[config.mk]
export PLATFORM = sky130hd
export DESIGN_NAME = ltf_seq_gen
export DESIGN_NICKNAME = d
export VERILOG_FILES = /design/src/rtl/ltf_seq_gen.sv
export SDC_FILE = /design/constraint.sdc
export NUM_CORES = 2
export LEC_CHECK = 0
export BUFFER_PORTS_ARGS = -buffer_cell sky130_fd_sc_hd__buf_2
export CAP_MARGIN = 20
export CORE_MARGIN = 2
export CORE_UTILIZATION = 45
export CTS_CLUSTER_SIZE = 10
export DETAILED_ROUTE_END_ITERATION = 12
export SLEW_MARGIN = 40
export SYNTH_ARGS = -nofsm -noshare
export SYNTH_HDL_FRONTEND = slang
export SYNTH_SLANG_ARGS = --single-unit
export TNS_END_PERCENT = 30
[constraint.sdc]
create_clock -name clk -period 11.72 [get_ports clk]
set_input_delay 0.586 -clock clk [delete_from_list [all_inputs] [get_ports clk]]
set_output_delay 0.586 -clock clk [all_outputs]
set_load 0.01 [all_outputs]
[src/rtl/ltf_seq_gen.sv]
// LTF sequence generator: scales frequency-domain ROM samples into an external IFFT,
// captures the time-domain result and replays it as cyclic-prefixed, polarity-coded symbols.
module ltf_seq_gen #(
    parameter int IQ_W    = 16,
    parameter int LG_N    = 6,
    parameter int CP_LEN  = 16,
    parameter int MAX_SYM = 4
) (
    input  logic                      clk,
    input  logic                      reset,
    input  logic                      start,
    input  logic [2:0]                n_sym,
    input  logic [MAX_SYM-1:0]        polarity,
    input  logic [2*(2**LG_N)-1:0]    obf_coeff,
    output logic [LG_N-1:0]           freq_addr,
    input  logic [2*IQ_W-1:0]         freq_data,
    output logic                      ifft_in_valid,
    input  logic                      ifft_in_ready,
    output logic [2*IQ_W-1:0]         ifft_in_data,
    output logic                      ifft_in_last,
    input  logic                      ifft_out_valid,
    input  logic [2*IQ_W-1:0]         ifft_out_data,
    output logic                      m_valid,
    input  logic                      m_ready,
    output logic [2*IQ_W-1:0]         m_data,
    output logic                      m_last,
    output logic                      busy,
    output logic                      done
);

    localparam int N      = 2**LG_N;
    localparam int W      = 2*IQ_W;
    localparam int SLEN   = N + CP_LEN;
    localparam int PW     = $clog2(SLEN) + 1;
    localparam int NS_CAP = (MAX_SYM > 7) ? 7 : MAX_SYM;

    localparam logic [LG_N-1:0] K_LAST = LG_N'(N-1);
    localparam logic [PW-1:0]   P_LAST = PW'(SLEN-1);
    localparam logic [PW-1:0]   RD_OFF = PW'(N-CP_LEN);
    localparam logic [2:0]      NS_MAX = 3'(NS_CAP);

    typedef enum logic [2:0] {
        S_IDLE    = 3'd0,
        S_LOAD    = 3'd1,
        S_CAPTURE = 3'd2,
        S_PLAY    = 3'd3,
        S_FINISH  = 3'd4
    } state_t;

    state_t              state_q, state_d;
    logic [LG_N-1:0]     k_q, k_d, c_q, c_d;
    logic [PW-1:0]       pos_q, pos_d;
    logic [2:0]          sym_q, sym_d, nsym_q, nsym_d;
    logic [MAX_SYM-1:0]  pol_q, pol_d;
    logic [2*N-1:0]      coeff_q, coeff_d;
    logic                gen_done_q, gen_done_d;
    logic                mv_q, mv_d, ml_q, ml_d;
    logic [W-1:0]        md_q, md_d;
    logic                busy_q, busy_d, done_q, done_d;
    logic [W-1:0]        buf_q [N];

    logic [1:0]          code_s;
    logic [W-1:0]        scaled_s;
    logic [LG_N-1:0]     rd_idx_s;
    logic [W-1:0]        rd_word_s;
    logic [W-1:0]        play_word_s;
    logic                pol_bit_s;
    logic                last_sym_s;
    logic                last_pos_s;
    logic [2:0]          nsym_in_s;
    logic                in_load_s;

    function automatic logic [IQ_W-1:0] scale_comp(input logic [IQ_W-1:0] x, input logic [1:0] code);
        logic signed [IQ_W-1:0] sx;
        sx = x;
        case (code)
            2'b00:   scale_comp = x;
            2'b01:   scale_comp = sx >>> 3'd3;
            2'b10:   scale_comp = sx >>> 3'd1;
            2'b11:   scale_comp = sx >>> 3'd2;
            default: scale_comp = x;
        endcase
    endfunction

    // The most negative value has no positive twin, so it saturates.
    function automatic logic [IQ_W-1:0] neg_sat(input logic [IQ_W-1:0] x);
        if (x == {1'b1, {(IQ_W-1){1'b0}}}) begin
            neg_sat = {1'b0, {(IQ_W-1){1'b1}}};
        end else begin
            neg_sat = ~x + {{(IQ_W-1){1'b0}}, 1'b1};
        end
    endfunction

    // Datapath helpers: subcarrier scaling and cyclic-prefix buffer addressing.
    always_comb begin
        code_s     = coeff_q[{k_q, 1'b0} +: 2];
        scaled_s   = {scale_comp(freq_data[W-1:IQ_W], code_s), scale_comp(freq_data[IQ_W-1:0], code_s)};
        rd_idx_s   = LG_N'(pos_q + RD_OFF);
        rd_word_s  = buf_q[rd_idx_s];
        pol_bit_s  = |(pol_q & ({{(MAX_SYM-1){1'b0}}, 1'b1} << sym_q));
        if (pol_bit_s) begin
            play_word_s = {neg_sat(rd_word_s[W-1:IQ_W]), neg_sat(rd_word_s[IQ_W-1:0])};
        end else begin
            play_word_s = rd_word_s;
        end
        last_sym_s = (sym_q + 3'd1) == nsym_q;
        last_pos_s = pos_q == P_LAST;
        nsym_in_s  = (n_sym > NS_MAX) ? NS_MAX : n_sym;
    end

    // Next-state and counter logic for the whole sequence.
    always_comb begin
        state_d    = state_q;
        k_d        = k_q;
        c_d        = c_q;
        pos_d      = pos_q;
        sym_d      = sym_q;
        nsym_d     = nsym_q;
        pol_d      = pol_q;
        coeff_d    = coeff_q;
        gen_done_d = gen_done_q;
        mv_d       = mv_q;
        ml_d       = ml_q;
        md_d       = md_q;
        case (state_q)
            S_IDLE: begin
                if (start) begin
                    nsym_d     = nsym_in_s;
                    pol_d      = polarity;
                    coeff_d    = obf_coeff;
                    k_d        = {LG_N{1'b0}};
                    c_d        = {LG_N{1'b0}};
                    pos_d      = {PW{1'b0}};
                    sym_d      = 3'd0;
                    gen_done_d = 1'b0;
                    mv_d       = 1'b0;
                    ml_d       = 1'b0;
                    state_d    = (nsym_in_s == 3'd0) ? S_FINISH : S_LOAD;
                end else begin
                    state_d = S_IDLE;
                end
            end
            S_LOAD: begin
                if (ifft_in_ready) begin
                    if (k_q == K_LAST) begin
                        k_d     = {LG_N{1'b0}};
                        state_d = S_CAPTURE;
                    end else begin
                        k_d = k_q + {{(LG_N-1){1'b0}}, 1'b1};
                    end
                end else begin
                    k_d = k_q;
                end
            end
            S_CAPTURE: begin
                if (ifft_out_valid) begin
                    if (c_q == K_LAST) begin
                        c_d     = {LG_N{1'b0}};
                        state_d = S_PLAY;
                    end else begin
                        c_d = c_q + {{(LG_N-1){1'b0}}, 1'b1};
                    end
                end else begin
                    c_d = c_q;
                end
            end
            S_PLAY: begin
                // Output register refills in the same cycle it drains, so m_ready=1 sees no gaps.
                if (!gen_done_q && (!mv_q || m_ready)) begin
                    mv_d = 1'b1;
                    md_d = play_word_s;
                    ml_d = last_sym_s && last_pos_s;
                    if (last_pos_s) begin
                        pos_d = {PW{1'b0}};
                        if (last_sym_s) begin
                            gen_done_d = 1'b1;
                        end else begin
                            sym_d = sym_q + 3'd1;
                        end
                    end else begin
                        pos_d = pos_q + {{(PW-1){1'b0}}, 1'b1};
                    end
                end else if (mv_q && m_ready) begin
                    mv_d = 1'b0;
                    ml_d = 1'b0;
                    if (gen_done_q) begin
                        state_d = S_FINISH;
                    end else begin
                        state_d = S_PLAY;
                    end
                end else begin
                    mv_d = mv_q;
                end
            end
            S_FINISH: begin
                state_d = S_IDLE;
            end
            default: begin
                state_d = S_IDLE;
            end
        endcase
        busy_d = state_d != S_IDLE;
        done_d = state_d == S_FINISH;
    end

    // State and control registers with synchronous reset.
    always_ff @(posedge clk) begin
        if (reset) begin
            state_q    <= S_IDLE;
            k_q        <= {LG_N{1'b0}};
            c_q        <= {LG_N{1'b0}};
            pos_q      <= {PW{1'b0}};
            sym_q      <= 3'd0;
            nsym_q     <= 3'd0;
            pol_q      <= {MAX_SYM{1'b0}};
            coeff_q    <= {(2*N){1'b0}};
            gen_done_q <= 1'b0;
            mv_q       <= 1'b0;
            ml_q       <= 1'b0;
            md_q       <= {W{1'b0}};
            busy_q     <= 1'b0;
            done_q     <= 1'b0;
        end else begin
            state_q    <= state_d;
            k_q        <= k_d;
            c_q        <= c_d;
            pos_q      <= pos_d;
            sym_q      <= sym_d;
            nsym_q     <= nsym_d;
            pol_q      <= pol_d;
            coeff_q    <= coeff_d;
            gen_done_q <= gen_done_d;
            mv_q       <= mv_d;
            ml_q       <= ml_d;
            md_q       <= md_d;
            busy_q     <= busy_d;
            done_q     <= done_d;
        end
    end

    // Capture buffer; contents survive reset.
    always_ff @(posedge clk) begin
        if (state_q == S_CAPTURE && ifft_out_valid) begin
            buf_q[c_q] <= ifft_out_data;
        end
    end

    // Reset gates the outputs so no handshake can complete in the reset cycle itself.
    assign in_load_s     = (state_q == S_LOAD) & ~reset;
    assign freq_addr     = reset ? {LG_N{1'b0}} : k_q;
    assign ifft_in_valid = in_load_s;
    assign ifft_in_last  = in_load_s & (k_q == K_LAST);
    assign ifft_in_data  = in_load_s ? scaled_s : {W{1'b0}};
    assign m_valid       = mv_q & ~reset;
    assign m_last        = ml_q & ~reset;
    assign m_data        = reset ? {W{1'b0}} : md_q;
    assign busy          = busy_q & ~reset;
    assign done          = done_q & ~reset;

endmodule

## Word level (Yosys, flattened, before mapping)

Memory sizes are Yosys's and may differ from the RTL's.
Cells that the tools add are included.

| word-level totals | value |
|---|---|
| memories | 1 |
| word-level logic and storage cells | 126 |
| bits in latches | 0 |
| RAM bits | 2048 |
| output and inout bits | 76 |
| flip-flop bits (word level) | 198 |
| bits of input ports | 205 |
| ROM bits | 0 |

| operators by class | value |
|---|---|
| $add $sub $neg | 7 |
| shift-type cells | 2 |
| multiplexer cells | 47 |
| $mul | 0 |
| equality and inequality tests | 21 |
| $lt $le $gt $ge | 1 |
| div/mod/pow operators | 0 |
| reductions and logical operators | 23 |
| bitwise operators | 10 |

Memory list:

| memory | words | bits a word | read ports | clocked after Yosys merged registers in | write ports | line | RTL |
|---|---|---|---|---|---|---|---|
| buf_q | 64 | 32 | 1 | 0 | 1 | 60 | `logic [W-1:0] buf_q [N];` |

Operators by type and width:

| cell | count |
|---|---|
| $pmux W16 S4 | 2 |
| $shiftx A128 B8 Y2 | 1 |
| $mux W32 | 3 |
| $mux W3 | 14 |
| $mux W6 | 6 |
| $add A16 B1 Y16 const B | 2 |
| $eq A16 B16 Y1 const B | 2 |
| $mux W16 | 2 |
| $not A16 Y16 | 2 |
| $mux W8 | 3 |
| $pmux W6 S2 | 2 |
| $pmux W8 S2 | 1 |
| $ne A2 B2 Y1 const B | 7 |
| $add A6 B1 Y6 const B | 2 |
| $eq A6 B6 Y1 const B | 2 |
| $pmux W3 S4 | 1 |
| $reduce_and A3 Y1 | 4 |
| $reduce_and A5 Y1 | 2 |
| $mux W1 | 9 |
| $add A8 B1 Y8 const B | 1 |
| $eq A8 B7 Y1 const B | 1 |
| $add A6 B6 Y6 const B | 1 |
| $and A1 B1 Y1 | 6 |
| $eq A3 B2 Y1 const B | 2 |
| 22 further kinds | 33 |

## Logic depth before layout (Yosys ltp)

| logic depth | value |
|---|---|
| depth in word-level cells | 7 |
| gate-level depth with buffers | 20 |
| mapped depth without buffers | 15 |

## Least setup slack after synthesis

Ideal clock, no wire load.

| path | value |
|---|---|
| path kind | register to register |
| start point | register pos_q[4] |
| end point | register md_q[20] |
| stages on the path, launching flop included | 18 |
| path slack | 7.706 ns |
| period minus slack after synthesis | 4.014 ns |
| required time | 11.648 ns |
| arrival | 3.942 ns |
| setup time | 0.072 ns |
| buffers on the path | 8 |
| cells stage by stage | dfxtp_1 -> clkbuf_1 -> inv_1 -> buf_1 -> buf_1 -> ha_1 -> clkbuf_1 -> clkbuf_1 -> clkbuf_1 -> buf_1 -> o211ai_1 -> nand4_1 -> ha_1 -> nand2_1 -> nor3_2 -> a41oi_2 -> buf_2 -> a2bb2oi_1 |

| between the ends | value |
|---|---|
| word-level cells in the longest chain between the ends | 6 |
| elaborated cells on any way between the ends | 7 |
| classes of those cells | 2 x add/sub; 1 x eq/ne; 2 x mux; 1 x bitwise; 1 x memory |

Ends and longest elaborated chain:

| item | line | RTL |
|---|---|---|
| start: declaration | 52 | `logic [PW-1:0] pos_q, pos_d;` |
| start signal: assignment | 212 | `pos_q <= {PW{1'b0}};` |
| start signal: assignment | 227 | `pos_q <= pos_d;` |
| $add A6 B6 Y6 (*) | 98 | `rd_idx_s = LG_N'(pos_q + RD_OFF);` |
| $mem_v2 Z64 W32 (*) | n/a |  |
| $not A16 Y16 | 90 | `neg_sat = ~x + {{(IQ_W-1){1'b0}}, 1'b1};` |
| $add A16 B1 Y16 | 90 |  |
| $mux W16 | 87 | `if (x == {1'b1, {(IQ_W-1){1'b0}}}) begin` |
| $mux W32 (*) | 101 | `if (pol_bit_s) begin` |
| end signal: assignment | 220 | `md_q <= {W{1'b0}};` |
| end signal: assignment | 235 | `md_q <= md_d;` |
| end: declaration | 58 | `logic [W-1:0] md_q, md_d;` |

Mark *: on every way between the ends. The rest lies on a longest branch, timed or not.
A chain may end at the register's enable or synchronous reset.

## Final worst setup path

| path | value |
|---|---|
| start point | register pos_q[1] |
| end point | register md_q[19] |

The elaborated chain is that of the path after synthesis.

==> qor.txt <==
status: complete, no violations
crit path kind: reg2reg
Sink Count: 2246
die width: 449 um
port buffer count: 280
Routed WL per cell: 32.7 um
Max Clk Rate: 166 MHz
CTS tree: built
I/O pin count: 281
clock skew: 46.1 ps
CP max FO: 48
Max-Cap Viols: 0
Synth async-reset ratio: 0
Top FF cell, synth: edfxtp_1
P_int: 0.0135 W
Vias/cell: 6.10
final WL: 262000 um
nets@finish: 5539
Die Span Y: 449 um
crit-path cells: buf_4, buf_4, buf_4, mux4_2, mux2i_1, a221oi_1, o41ai_1, and4bb_2, nand2_1, nor3_2, a41oi_2, a2bb2oi_1
Post-DP HPWL: 148000 um
initial antenna violation count: 17
Distinct cells, synth: 86
Min-Delay Startpoint: ifft_in_ready
Congestion Overflow GR: 0
max-slew violation count: 0
Total Die Area: 201000 um2
crit start category: flip-flop
power share of the sequential group: 0.519
Clock transition at path regs: 60 ps
Rows: 163
effective utilization at floorplan: 0.452
Post-synth EDFFs: 2048
endpoints failing hold: 0
Comb pwr share: 0.045
final setup fails: 0
vias in the first global route: 48300
Peak VDD IR: 0.155 mV
Worst setup startpoint: pos_q[1]$_SDFFE_PP0P_
Req. time, crit path: 12530 ps
DR DRC count: 0
Slew @ Worst Pin: 1000 ps
CTS H-tree depth: 5
RSZ-0062 raised after global routing: false
global placer's final weighted congestion: 0.885
clock power share: 0.436
Psw: 0.00349 W
Slew HR: 0.332
Worst Path Arrival: 6840 ps
Worst setup EP type: flip-flop
Hold WC Path Type: in2reg
Final period util: 0.514
area delta synth->final: 15.9%
Num CTS Buffers: 278
Tot GR Track Use: 0.258
Final ANT Viol Nets: 0
slowest CP cell: buf_4
root buf cell: clkbuf_16
initial DRC count: 6828
syn nets: 4955
Syn Area/Cell: 18.8 um2
RR Startpoint: pos_q[1]$_SDFFE_PP0P_
most used cell, CP: buf_4
Synth Instances: 4738
wire length of the first global-routing pass: 369000 um
Yosys reg bits: 2246
Seq/Total Area, Yosys: 0.736
Leak Pwr: 32.4 nW
layout cells sized above 1: 0.265
Setup TNS: 0 ps
worst reg-to-reg setup slack: 5690 ps
DRT Pass-1 Iters: 6
Core ar.: 197000 um2
most frequent cells in the layout: edfxtp_1 (2048), mux4_2 (489), nand2_1 (373), clkbuf_16 (287), buf_2 (281)
largest net degree at the start of global routing: 101
synth warn: 0
PwrDens: 164 nW/um2
sw frac: 0.206
via count: 49000
crit path time final: 6030 ps
Layout fillers: 15500
Finished Layout Cells: 8035
Max clock buf depth: 4
Placed Cells: 7536
Cell Area, Synth: 88900 um2
worst skew pair latency: 920 ps
Post-CTS Setup Bufs: 0
commonest non-fill, non-tap cell in the layout: edfxtp_1
Worst path max stage delay: 760 ps
-- Yosys cell counts (all sizes together) (4+ instances only) --
| library cell | instances | area share |
|---|---|---|
| clkbuf | 125 | 0.0053 |
| nand3b | 10 | 0.00084 |
| a221oi | 40 | 0.0041 |
| o221a | 4 | 0.00051 |
| a22o | 7 | 0.00069 |
| o211ai | 13 | 0.0012 |
| a2bb2oi | 22 | 0.0024 |
| a21o | 4 | 0.00034 |
| o31a | 4 | 0.00039 |
| mux4 | 489 | 0.12 |
| nand3 | 41 | 0.0024 |
| a2111oi | 7 | 0.00069 |
| nor2b | 60 | 0.0042 |
| a21oi | 238 | 0.014 |
| a221o | 4 | 0.00045 |
| and3 | 5 | 0.00035 |
| mux2 | 42 | 0.0053 |
| edfxtp | 2048 | 0.69 |
| inv | 16 | 0.00068 |
| xor2 | 18 | 0.0018 |
| o22ai | 22 | 0.0015 |
| buf | 161 | 0.013 |
| nand4 | 14 | 0.0011 |
| ha | 12 | 0.0017 |
| a31oi | 17 | 0.0013 |
| o221ai | 30 | 0.0030 |
| a22oi | 38 | 0.0033 |
| a211o | 4 | 0.00039 |
| xnor2 | 20 | 0.0020 |
| a211oi | 24 | 0.0021 |
| nor3b | 5 | 0.00048 |
| mux2i | 251 | 0.028 |
| o21ai | 54 | 0.0030 |
| nand2b | 8 | 0.00056 |
| o41ai | 5 | 0.00058 |
| and2 | 13 | 0.00091 |
| nor3 | 28 | 0.0017 |
| nor2 | 203 | 0.0087 |
| or3 | 8 | 0.00056 |
| a32oi | 11 | 0.0011 |
| nand2 | 377 | 0.016 |
| dfxtp | 198 | 0.045 |
-- cell type report --
type                       instances  area [um2]  area share
antenna                            8        20.0    0.000194
clock buffer                     338        7400      0.0718
inverter                          17        68.8    0.000668
timing repair buffer             590        4240      0.0411
clock inverter                     7        48.8    0.000474
tap                             2640        3300      0.0321
multi-input combinational       2189       22500       0.218
sequential                      2246       65500       0.636
-- state kept, by name (all words and copies together) (netlist names) --
name	count
buf_q	2048
busy_q	1
c_q	6
coeff_q	128
done_q	1
gen_done_q	1
k_q	6
md_q	32
ml_q	1
mv_q	1
nsym_q	3
pol_q	4
pos_q	8
state_q	3
sym_q	3
-- critical path, delay by kind of cell, from the launching register on --
family | cells | cell delay [ps]
AOI/OAI and AO/OA | 4 | 1190
buffers and inverters | 3 | 2250
DFF | 1 | 750
muxes | 2 | 730
and+or+nand+nor | 3 | 900
-- cells by family after synthesis --
logic type	synth area share
DFF	0.736
muxes	0.157
AOI/OAI and AO/OA	0.0432
xor gates and xnor gates	0.00374
and+or+nand+nor	0.0391
buffers and inverters	0.0189
adders and majority gates	0.00169
-- power groups by stage --
stage          sequential [W]  clock (W)  combinational [W]
6_report              0.00879    0.00739           0.000765
5_1_grt               0.00879    0.00780           0.000821
4_1_cts               0.00879    0.00750           0.000761
3_5_place_dp          0.00895          0           0.000721
3_3_place_gp          0.00895          0           0.000709
2_1_floorplan         0.00894          0           0.000454
-- final timing paths --
path | cells after the start | end
setup / recovery | 12 | md_q[19]$_SDFFE_PP0P_
hold / removal | 5 | k_q[1]$_SDFFE_PP0P_
setup reg to reg | 12 | md_q[19]$_SDFFE_PP0P_
hold reg to reg | 2 | coeff_q[28]$_SDFFE_PP0P_
-- metrics by stage --
stage               utilization  worst slack (ps)  cell area [um2]  hold WS, ps  total power [W]
global route              0.523              5430           103000          141           0.0174
finish                    0.524              5690           103000          143           0.0169
floorplan                     -              7710            88900          432          0.00940
global placement          0.477              5630            93900          439          0.00966
detailed placement        0.478              5740            94000          445          0.00967
CTS                       0.523              5710           103000         85.0           0.0170
-- routing by layer --
layer  GRT usage  up-vias  wire length, um
met2       0.407     2477           123000
met3      0.0494      421            24600
met5           0        -               68
met4      0.0913       12            10100
met1       0.362    25900           104000
li1            -    20300                -
-- timing repair --
| action | 4_1_cts | 5_1_grt |
|---|---|---|
| hold buffers | 138 | 0 |
| resized for setup | 0 | 0 |
| endpoints found under the hold margin | 136 | 0 |
(Power assumes the default switching activity.)
